$ cat src/rtl/spi_mosi_rx.sv
// rtl/spi_mosi_rx.sv - SPI MOSI slave deserializer: address byte, LSB-first data words, valid/ready output.
// Optional address filter and SKIP state: define SPI_RX_ADDR_FILTER_EN.
module spi_mosi_rx #(
  parameter int          DSIZE      = 8,
  parameter logic [7:0]  SLAVE_ADDR = 8'h46
) (
  input  logic             spi_clk,
  input  logic             n_reset,
  input  logic             spi_cs,
  input  logic             spi_mosi,
  input  logic             rx_ready,
  input  logic             clr_ovr,
  output logic [DSIZE-1:0] rx_data,
  output logic             rx_valid,
  output logic [7:0]       rx_addr,
  output logic             addr_match,
  output logic             rx_overrun,
  output logic             frame_err
);

  localparam int SW = (DSIZE > 8) ? DSIZE : 8;
  localparam int CW = $clog2(SW);

`ifdef SPI_RX_ADDR_FILTER_EN
  typedef enum logic [1:0] {IDLE, ADDR, DATA, SKIP} state_t;
`else
  typedef enum logic [1:0] {IDLE, ADDR, DATA} state_t;
`endif

  state_t            r_state;
  state_t            w_state_next;
  logic [CW-1:0]     r_cnt;
  logic [CW-1:0]     w_cnt_next;
  logic [SW-2:0]     r_shift;
  logic              r_cs_q;
  logic [DSIZE-1:0]  r_rx_data;
  logic              r_rx_valid;
  logic [7:0]        r_rx_addr;
  logic              r_overrun;
  logic              r_frame_err;

  logic              w_shift_en;
  logic              w_addr_done;
  logic              w_word_done;
  logic              w_frame_err;
  logic [SW-1:0]     w_shift;
  logic [7:0]        w_addr;
  logic [DSIZE-1:0]  w_word;

  // The newest bit enters at the top, so the last N sampled bits are always the top N.
  assign w_shift = {spi_mosi, r_shift};
  assign w_addr  = w_shift[SW-1 -: 8];
  assign w_word  = w_shift[SW-1 -: DSIZE];

  always_ff @(posedge spi_clk or negedge n_reset) begin
    if (!n_reset) begin
      r_state <= IDLE;
      r_cnt   <= '0;
    end else begin
      r_state <= w_state_next;
      r_cnt   <= w_cnt_next;
    end
  end

  always_comb begin
    w_state_next = r_state;
    w_cnt_next   = r_cnt;
    w_shift_en   = 1'b0;
    w_addr_done  = 1'b0;
    w_word_done  = 1'b0;
    w_frame_err  = 1'b0;
    case (r_state)
      // r_cs_q gates the start so a frame only begins on a fresh falling edge of spi_cs.
      IDLE: begin
        if (!spi_cs && r_cs_q) begin
          w_shift_en   = 1'b1;
          w_cnt_next   = CW'(1);
          w_state_next = ADDR;
        end
      end
      default: begin
        if (spi_cs) begin
          w_state_next = IDLE;
          w_cnt_next   = '0;
          w_frame_err  = (r_cnt != '0);
        end else begin
          w_shift_en = 1'b1;
          w_cnt_next = r_cnt + CW'(1);
          case (r_state)
            ADDR: begin
              if (r_cnt == CW'(7)) begin
                w_addr_done = 1'b1;
                w_cnt_next  = '0;
`ifdef SPI_RX_ADDR_FILTER_EN
                w_state_next = (w_addr == SLAVE_ADDR) ? DATA : SKIP;
`else
                w_state_next = DATA;
`endif
              end
            end
            DATA: begin
              if (r_cnt == CW'(DSIZE-1)) begin
                w_word_done = 1'b1;
                w_cnt_next  = '0;
              end
            end
`ifdef SPI_RX_ADDR_FILTER_EN
            SKIP: begin
              if (r_cnt == CW'(DSIZE-1)) begin
                w_cnt_next = '0;
              end
            end
`endif
            default: ;
          endcase
        end
      end
    endcase
  end

  always_ff @(posedge spi_clk or negedge n_reset) begin
    if (!n_reset) begin
      r_shift     <= '0;
      r_cs_q      <= 1'b0;
      r_rx_data   <= '0;
      r_rx_valid  <= 1'b0;
      r_rx_addr   <= '0;
      r_overrun   <= 1'b0;
      r_frame_err <= 1'b0;
    end else begin
      r_cs_q      <= spi_cs;
      r_frame_err <= w_frame_err;
      if (w_shift_en) begin
        r_shift <= w_shift[SW-1:1];
      end
      if (w_addr_done) begin
        r_rx_addr <= w_addr;
      end
      // A completing word may replace a word being consumed on the same edge.
      if (w_word_done && (!r_rx_valid || rx_ready)) begin
        r_rx_data  <= w_word;
        r_rx_valid <= 1'b1;
      end else if (r_rx_valid && rx_ready) begin
        r_rx_valid <= 1'b0;
      end
      if (w_word_done && r_rx_valid && !rx_ready) begin
        r_overrun <= 1'b1;
      end else if (clr_ovr) begin
        r_overrun <= 1'b0;
      end
    end
  end

`ifdef SPI_RX_ADDR_FILTER_EN
  logic r_addr_match;

  always_ff @(posedge spi_clk or negedge n_reset) begin
    if (!n_reset) begin
      r_addr_match <= 1'b0;
    end else if (w_addr_done) begin
      r_addr_match <= (w_addr == SLAVE_ADDR);
    end
  end

  assign addr_match = r_addr_match;
`else
  assign addr_match = 1'b1;
`endif

  assign rx_data    = r_rx_data;
  assign rx_valid   = r_rx_valid;
  assign rx_addr    = r_rx_addr;
  assign rx_overrun = r_overrun;
  assign frame_err  = r_frame_err;

endmodule
$ cat config.mk
export PLATFORM = sky130hd
export DESIGN_NAME = spi_mosi_rx
export DESIGN_NICKNAME = d
export VERILOG_FILES = /design/src/rtl/spi_mosi_rx.sv
export SDC_FILE = /design/constraint.sdc
export NUM_CORES = 1
export LEC_CHECK = 0
export BUFFER_PORTS_ARGS = -buffer_cell sky130_fd_sc_hd__clkbuf_2
export CORE_ASPECT_RATIO = 0.9
export CORE_MARGIN = 4
export CORE_UTILIZATION = 45
export CTS_BUF_LIST = sky130_fd_sc_hd__clkbuf_8
export DETAILED_ROUTE_END_ITERATION = 10
export PLACE_DENSITY = 0.78
export SYNTH_ARGS = -nofsm -noshare
export SYNTH_HDL_FRONTEND = slang
export SYNTH_SLANG_ARGS = --single-unit
$ cat constraint.sdc
create_clock -name spi_clk -period 3.7 [get_ports spi_clk]
set_clock_uncertainty 0.2 [all_clocks]
set_input_delay 1.11 -clock spi_clk [delete_from_list [all_inputs] [get_ports spi_clk]]
set_output_delay 1.11 -clock spi_clk [all_outputs]
set_load 0.05 [all_outputs]
# Yosys cells after proc, flatten, opt, wreduce, memory -nomap -nowiden
# Index checks and enable logic that the tools add are counted.
# op_classes
n_eq_ne	4
n_mux	26
add_sub_neg	1
reduce_logical	17
# ops
op	n
1-bit 2-to-1 mux	16
3-bit 2-to-1 mux	5
2-bit 2-to-1 mux	5
3-bit nonzero test	3
1-bit logical AND	5
2-bit nonzero test	2
3-bit by 1-bit adder with 3-bit output, second input constant	1
3-bit equality test, second input constant	1
1-bit logical NOT	3
3-bit AND reduction	1
2-bit by 1-bit equality test with 1-bit output, second input constant	1
2-bit equality test, second input constant	1
2-bit logical NOT	1
2-bit inequality test, second input constant	1
2-bit OR reduction	1
1-bit logical OR	1
# word_totals
elab_cells	57
reg_bits	32
out_inout_bits	20

# Logic depth before layout (Yosys ltp)
# Gate-level depths: netlist (run 1).
# depth
word_depth	8
ltp_mapped	7

# Worst setup path after synthesis (run 1)
# OpenSTA, ideal clock, no wires.
# synth_path
kind	input to register
startpoint	input rx_ready
endpoint	register r_rx_data[0], in the netlist rx_data[0]
slack_ns	1.558
arrival_ns	1.817
path_stages	3
required_time_ns	3.375
setup_ns	0.125
n_path_buf	0
cell_sequence	nand2b_1 > nand4_2 > mux2_2
# synth_between
elab_chain_len	2
# synth_rtl
item	line	rtl
start: declaration	11	input logic rx_ready,
1-bit logical OR	140	if (w_word_done && (!r_rx_valid || rx_ready)) begin
1-bit logical AND	140	
end signal: assignment	141	r_rx_data <= w_word;
end: declaration	36	logic [DSIZE-1:0] r_rx_data;
# No other way between the ends.
# A chain may end at the register's enable or synchronous reset.

# Worst setup path in the final report (run 1)
# layout_path
startpoint	register r_rx_addr[6], in the netlist rx_addr[6]
endpoint	output rx_addr[6]
# layout_lines
item	line	rtl
start: declaration	38	logic [7:0] r_rx_addr;
start signal: assignment	137	r_rx_addr <= w_addr;
end: declaration	15	output logic [7:0] rx_addr,
# No word-level cell between the ends.

==> Flow_metrics.wiki, run 1 <==
{| class="wikitable"
! Metric !! Value
|-
| Outcome || finished, final reports clean
|-
| Antenna violations before repair || 0
|-
| Worst slew slack as a fraction of its limit || 47.40%
|-
| Number of clock sinks || 32
|-
| Slew @ Worst Pin || 0.7890 ns
|-
| Main synth FF type || dfrtp_1
|-
| Final standard cell utilization of the core || 57.32%
|-
| Vias in the first global route || 832
|-
| Via count of the routed design || 822
|-
| Layout net count || 133
|-
| Post-synth top cells || dfrtp_1 (32), mux2_2 (16), mux2_4 (7)
|-
| Achievable frequency || 445.4 MHz
|-
| Largest cells by area after synthesis || dfrtp_1 (58%), mux2_2 (13%), mux2_4 (7.6%)
|-
| Final setup violation count || 0
|-
| Critical Path Sink Type || output port
|-
| Total Negative Setup Slacks || 0 ns
|-
| Number of library cell types mapped by synthesis || 23
|-
| Number of buffers inserted during clock tree synthesis || 5
|-
| Cell type with the largest total area after synthesis || dfrtp_1
|-
| Required @ worst endpoint || 2.39 ns
|-
| Total Routed Length || 2415 um
|-
| Clock network latency to the later pin of the worst-skew pair || 0.28 ns
|-
| Worst Min Path Start || rx_data[6]$_DFFE_PN0P_
|-
| Detailed-route vias per instance || 5.074
|-
| Gate family responsible for the most delay along the worst path || flip-flops
|-
| Hold Buf Count CTS || 0
|-
| Synth Cell Area || 1379 um2
|-
| Proportion of synthesized chip area in sequential cells || 58.08%
|-
| Share of the synthesized area in the top cell type || 58.08%
|-
| Worst R2R Setup Slack || 1.59 ns
|-
| Fraction of registers with async set or reset after synthesis || 100.0%
|-
| Startpoint-to-endpoint class of the critical path || reg -> out
|-
| Clock transition at the registers of the reported paths || 0.07 ns
|-
| Final Cell Area || 1627 um2
|-
| Most instantiated library cell after synthesis || dfrtp_1
|-
| Length in cells of the worst reg-to-reg path || 5
|-
| Tot GR Track Use || 14.17%
|-
| Number of buffers and inverters on the critical path || 1
|-
| CP Data Arrival Time || 0.93 ns
|-
| Area of the multi-input gates || 518.0 um2
|-
| Kind of path behind the tightest hold check || reg -> reg
|-
| Global placer's final weighted congestion || 0.7387
|-
| Overall die area || 4015 um2
|-
| Maximum number of pins on one net before global-route repair || 33
|-
| # rows || 18
|-
| Pwr dens || 634.6 nW/um2
|-
| CTS tree || done
|-
| Area grow syn2layout || 17.97%
|-
| Count of flip-flops with a built-in enable after synthesis || 0
|-
| Max incr delay on CP || 0.37 ns
|-
| Initial detailed-routing violation count || 52
|-
| Antenna diode count || 0
|-
| Level count of the clock H-tree || 2
|-
| Register Area || 800.8 um2
|-
| DRC violation count after routing || 0
|-
| Ys Warns || 0
|-
| Static leakage power || 0.8564 nW
|-
| Post-place instance area || 1519 um2
|-
| Setup repair after global routing missed its margin || no
|-
| Peak supply drop || 334.7 uV
|-
| Hold violation count in the final report || 0
|-
| Mean area per synthesized cell || 14.83 um2
|-
| Chain of cells forming the critical path || clkbuf_2
|-
| Worst flop-to-flop path endpoint || r_shift[0]$_DFFE_PN0P_
|-
| Flip-flop and latch count after synthesis || 32
|-
| Post-synth net total || 105
|-
| Maximum Capacitance Violations || 0
|-
| Post-detailed-route count of antenna-violating nets || 0
|-
| Worst hold stages || 1
|-
| Starting Density || 48.59%
|-
| Post-layout power || 1.032 mW
|-
| Ratio of cells with drive above 1 in the final layout || 49.18%
|-
| Die Y-Extent || 60.52 um
|-
| Root buffer selected by CTS || clkbuf_8
|-
| Core Area || 2838 um2
|-
| Boundary pin count || 26
|-
| Clk buf depth || 2
|-
| Critical path startpoint || rx_addr[6]$_DFFE_PN0P_
|-
| Post-route minimum period || 2.245 ns
|-
| Number of filler instances in the final layout || 242
|-
| Port Buffers || 24
|-
| Endpoint with the worst hold slack || rx_data[6]$_DFFE_PN0P_
|-
| Total gr overflow || 0
|-
| X dimension of the die || 66.35 um
|-
| Launch point of the worst reg-to-reg path || r_state[0]$_DFFE_PN0P_
|-
| Type of element launching the critical path || register
|-
| First-pass detailed-route iteration total || 4
|-
| Number of gates resized after CTS || 0
|-
| Buffer count from post-CTS setup fixing || 0
|-
| Cell at the slowest stage of the critical path || dfrtp_1
|-
| Fraction of the cycle the final worst path needs || 60.67%
|-
| Post-detailed-placement half-perimeter wirelength || 1685 um
|-
| Worst Hold Slack || 0.3042 ns
|-
| CP max FO || 2
|-
| WL per Instance || 14.91 um
|-
| Count of pins over their slew limit || 0
|-
| Cells after synthesis || 93
|-
| Wire length of the first global-routing pass || 4084 um
|}
-- cell usage in the layout (no fill, tap or decap), types with 2 or more instances in the layout --
master    synthesis  final
dfrtp_1          32     32
clkbuf_2          0     24
mux2_2           16     16
inv_1             6      7
mux2_4            7      7
ha_1              6      6
clkbuf_8          0      5
a21oi_1           3      3
inv_2             2      2
a211oi_1          2      2
nand2b_1          2      2
nand2_1           2      2
a32o_1            2      2
-- sequential cells by signal, indices dropped and copies added (netlist names), 2 cells and up --
name     cells
rx_addr      8
r_state      2
r_cnt        3
rx_data      8
r_shift      7
-- through the flow --
stage,cells,setup slack (ns)
after CTS,162,1.451
after floorplan,93,1.558
after global placement,154,1.236
after global routing,162,1.422
final,162,1.455
after detailed placement,154,1.197
-- where the power goes --
part           switching, mW  leakage (nW)  internal, mW  total, mW
logic                  0.132         0.374         0.114      0.246
clock network          0.123        0.0593         0.197      0.320
registers             0.0531         0.423         0.414      0.467
total                  0.308         0.856         0.724       1.03
-- layout make-up --
| type | instances | area share, % |
|---|---|---|
| multi-input combinational | 50 | 31.85 |
| clock inverter | 3 | 2.385 |
| clock buffer | 5 | 4.231 |
| sequential | 32 | 49.23 |
| timing repair buffer | 24 | 7.385 |
| inverter | 8 | 1.846 |
| tap | 40 | 3.077 |
-- kinds of logic after synthesis --
logic type	share of synthesized area [%]
AO/OA/AOI/OAI	6.443
adder cells (fa/ha/maj)	5.445
buffers and inverters	4.356
flip-flops	58.08
multiplexers	20.69
other	0.2720
AND/OR/NAND/NOR	4.719
-- worst max-delay path by stage --
stage / end / slack, ns / cells past startpoint
floorplan: rx_data[0]$_DFFE_PN0P_ / 1.56 / 3
global placement: r_shift[4]$_DFFE_PN0P_ / 1.24 / 4
detailed placement: r_shift[5]$_DFFE_PN0P_ / 1.20 / 4
CTS: rx_addr[6] / 1.45 / 1
global route: rx_addr[6] / 1.42 / 1
finish: rx_addr[6] / 1.46 / 1
-- per-layer routing --
metal  vias up  global-route usage, %  wire length (um)
met3         5                  5.000               113
met1       417                  18.13              1104
met2        22                  21.64              1140
met4         0                  6.957                57
met5         -                      0                 0
li1        378                      -                 -
Power figures use the tool's default switching activity.
==> inputs of run 2 (changes only) <==
==> constraint.sdc (replaced) <==
create_clock -name spi_clk -period 2.33 [get_ports spi_clk]
set_clock_uncertainty 0.2 [all_clocks]
set_input_delay 0.699 -clock spi_clk [delete_from_list [all_inputs] [get_ports spi_clk]]
set_output_delay 0.699 -clock spi_clk [all_outputs]
set_load 0.05 [all_outputs]
==> Flow_metrics.wiki, run 2 (synthesis gave the netlist of run 1 again) <==
{| class="wikitable"
! Metric !! Value
|-
| Initial detailed-routing violation count || 50
|-
| Level count of the clock H-tree || 2
|-
| Boundary pin count || 26
|-
| Post-detailed-route count of antenna-violating nets || 0
|-
| Detailed-route vias per instance || 5.148
|-
| Slew @ Worst Pin || 0.7809 ns
|-
| Critical Path Sink Type || register
|-
| Fraction of the cycle the final worst path needs || 90.24%
|-
| CP max FO || 7
|-
| Most frequent standard cell in the layout excluding fill and tap cells || dfrtp_1
|-
| Port Buffers || 24
|-
| CTS tree || done
|-
| Core Area || 2838 um2
|-
| Post-Place Worst Slack || 0.2490 ns
|-
| Startpoint-to-endpoint class of the critical path || reg -> reg
|-
| X dimension of the die || 66.35 um
|-
| Clk buf depth || 2
|-
| # rows || 18
|-
| Antenna violations before repair || 0
|-
| Final WS setup || 0.2275 ns
|-
| Commonest cells after routing, fill and taps aside || dfrtp_1 (32), clkbuf_2 (24), mux2_2 (16), mux2_4 (7)
|-
| Number of clock sinks || 32
|-
| CP Data Arrival Time || 2.07 ns
|-
| Wire length of the first global-routing pass || 4188 um
|-
| Starting Density || 48.59%
|-
| Buffer count from post-CTS setup fixing || 0
|-
| Hold violation count in the final report || 0
|-
| WL per Instance || 14.79 um
|-
| Total Negative Setup Slacks || 0 ns
|-
| Layout net count || 133
|-
| Global placer's final weighted congestion || 0.7387
|-
| Clock network latency to the later pin of the worst-skew pair || 0.28 ns
|-
| Peak supply drop || 410.0 uV
|-
| Maximum number of pins on one net before global-route repair || 33
|-
| Worst R2R Setup Slack || 0.23 ns
|-
| Achievable frequency || 475.6 MHz
|-
| Length in cells of the worst reg-to-reg path || 5
|-
| Worst Hold Slack || 0.2890 ns
|-
| Ratio of cells with drive above 1 in the final layout || 50.00%
|-
| Post-route minimum period || 2.103 ns
|-
| Count of placed standard cells including taps || 154
|-
| Outcome || finished, final reports clean
|-
| Setup repair after global routing missed its margin || no
|-
| Pwr dens || 1011 nW/um2
|-
| Number of gates resized after CTS || 0
|-
| Worst flop-to-flop path endpoint || r_shift[3]$_DFFE_PN0P_
|-
| Required @ worst endpoint || 2.30 ns
|-
| Via count of the routed design || 834
|-
| Die Y-Extent || 60.52 um
|-
| Vias in the first global route || 855
|-
| First-pass detailed-route iteration total || 4
|-
| Hold Buf Count CTS || 0
|-
| Maximum Capacitance Violations || 0
|-
| Root buffer selected by CTS || clkbuf_8
|-
| Clock transition at the registers of the reported paths || 0.07 ns
|-
| Static leakage power || 0.8512 nW
|-
| Antenna diode count || 0
|-
| Final setup violation count || 0
|-
| Area grow syn2layout || 18.24%
|-
| Count of pins over their slew limit || 0
|-
| Overall die area || 4015 um2
|-
| Post-detailed-placement half-perimeter wirelength || 1685 um
|-
| Post-layout power || 1.649 mW
|-
| Number of buffers inserted during clock tree synthesis || 5
|-
| Kind of path behind the tightest hold check || in -> async
|-
| Type of element launching the critical path || register
|-
| Launch point of the worst reg-to-reg path || r_state[1]$_DFFE_PN0P_
|-
| Total gr overflow || 0
|-
| Worst slew slack as a fraction of its limit || 47.94%
|-
| Total Routed Length || 2396 um
|-
| Tot GR Track Use || 14.37%
|-
| DRC violation count after routing || 0
|-
| Filler-free cell count of the finished design || 162
|}
-- run 2: metrics by stage --
step | area, um2 | util [%]
after floorplan | 1379 | -
after global placement | 1519 | 53.53
after detailed placement | 1519 | 53.53
after CTS | 1630 | 57.45
after global routing | 1630 | 57.45
final | 1630 | 57.45
-- run 2: report_power, final --
part,switching [mW],internal (mW),total (mW)
clock network,0.205,0.316,0.521
registers,0.0842,0.657,0.741
logic,0.206,0.182,0.387
total,0.495,1.15,1.65
-- run 2: routing by layer --
metal | vias to the layer above | share of wire, % | global-route usage (%) | wire, um
met5 | - | 0 | 0 | 0
met3 | 6 | 3.6 | 3.333 | 86
met1 | 427 | 45 | 18.71 | 1085
met4 | 0 | 2.5 | 8.696 | 61
met2 | 20 | 48 | 22.07 | 1162
li1 | 381 | - | - | -
-- run 2: worst max-delay path by stage --
stage	start	to	slack (ns)	depth (start not counted)
final	r_state[1]$_DFFE_PN0P_	r_shift[3]$_DFFE_PN0P_	0.23	5
after global routing	r_state[1]$_DFFE_PN0P_	r_shift[3]$_DFFE_PN0P_	0.12	5
after CTS	r_state[0]$_DFFE_PN0P_	r_shift[3]$_DFFE_PN0P_	0.25	5
after detailed placement	spi_cs	r_shift[3]$_DFFE_PN0P_	0.25	4
after global placement	spi_cs	r_shift[4]$_DFFE_PN0P_	0.28	4
after floorplan	r_cnt[1]$_DFFE_PN0P_	rx_addr[7]$_DFFE_PN0P_	0.57	5
-- run 2: cell type report --
cell class	count	area [um2]
Timing Repair Buffer	24	120.1
Fill cell	238	1207
Multi-Input combinational cell	50	518.0
Inverter	8	30.03
Tap cell	40	50.05
Clock buffer	5	68.82
Sequential cell	32	800.8
Clock inverter	3	42.54
-- run 2: worst max-delay path: stages, from the launching register on --
cell and delay [ns]:
dfrtp_1 0.40, inv_1 0.12, ha_1 0.41, inv_2 0.12
o21a_1 0.38, mux2_4 0.36
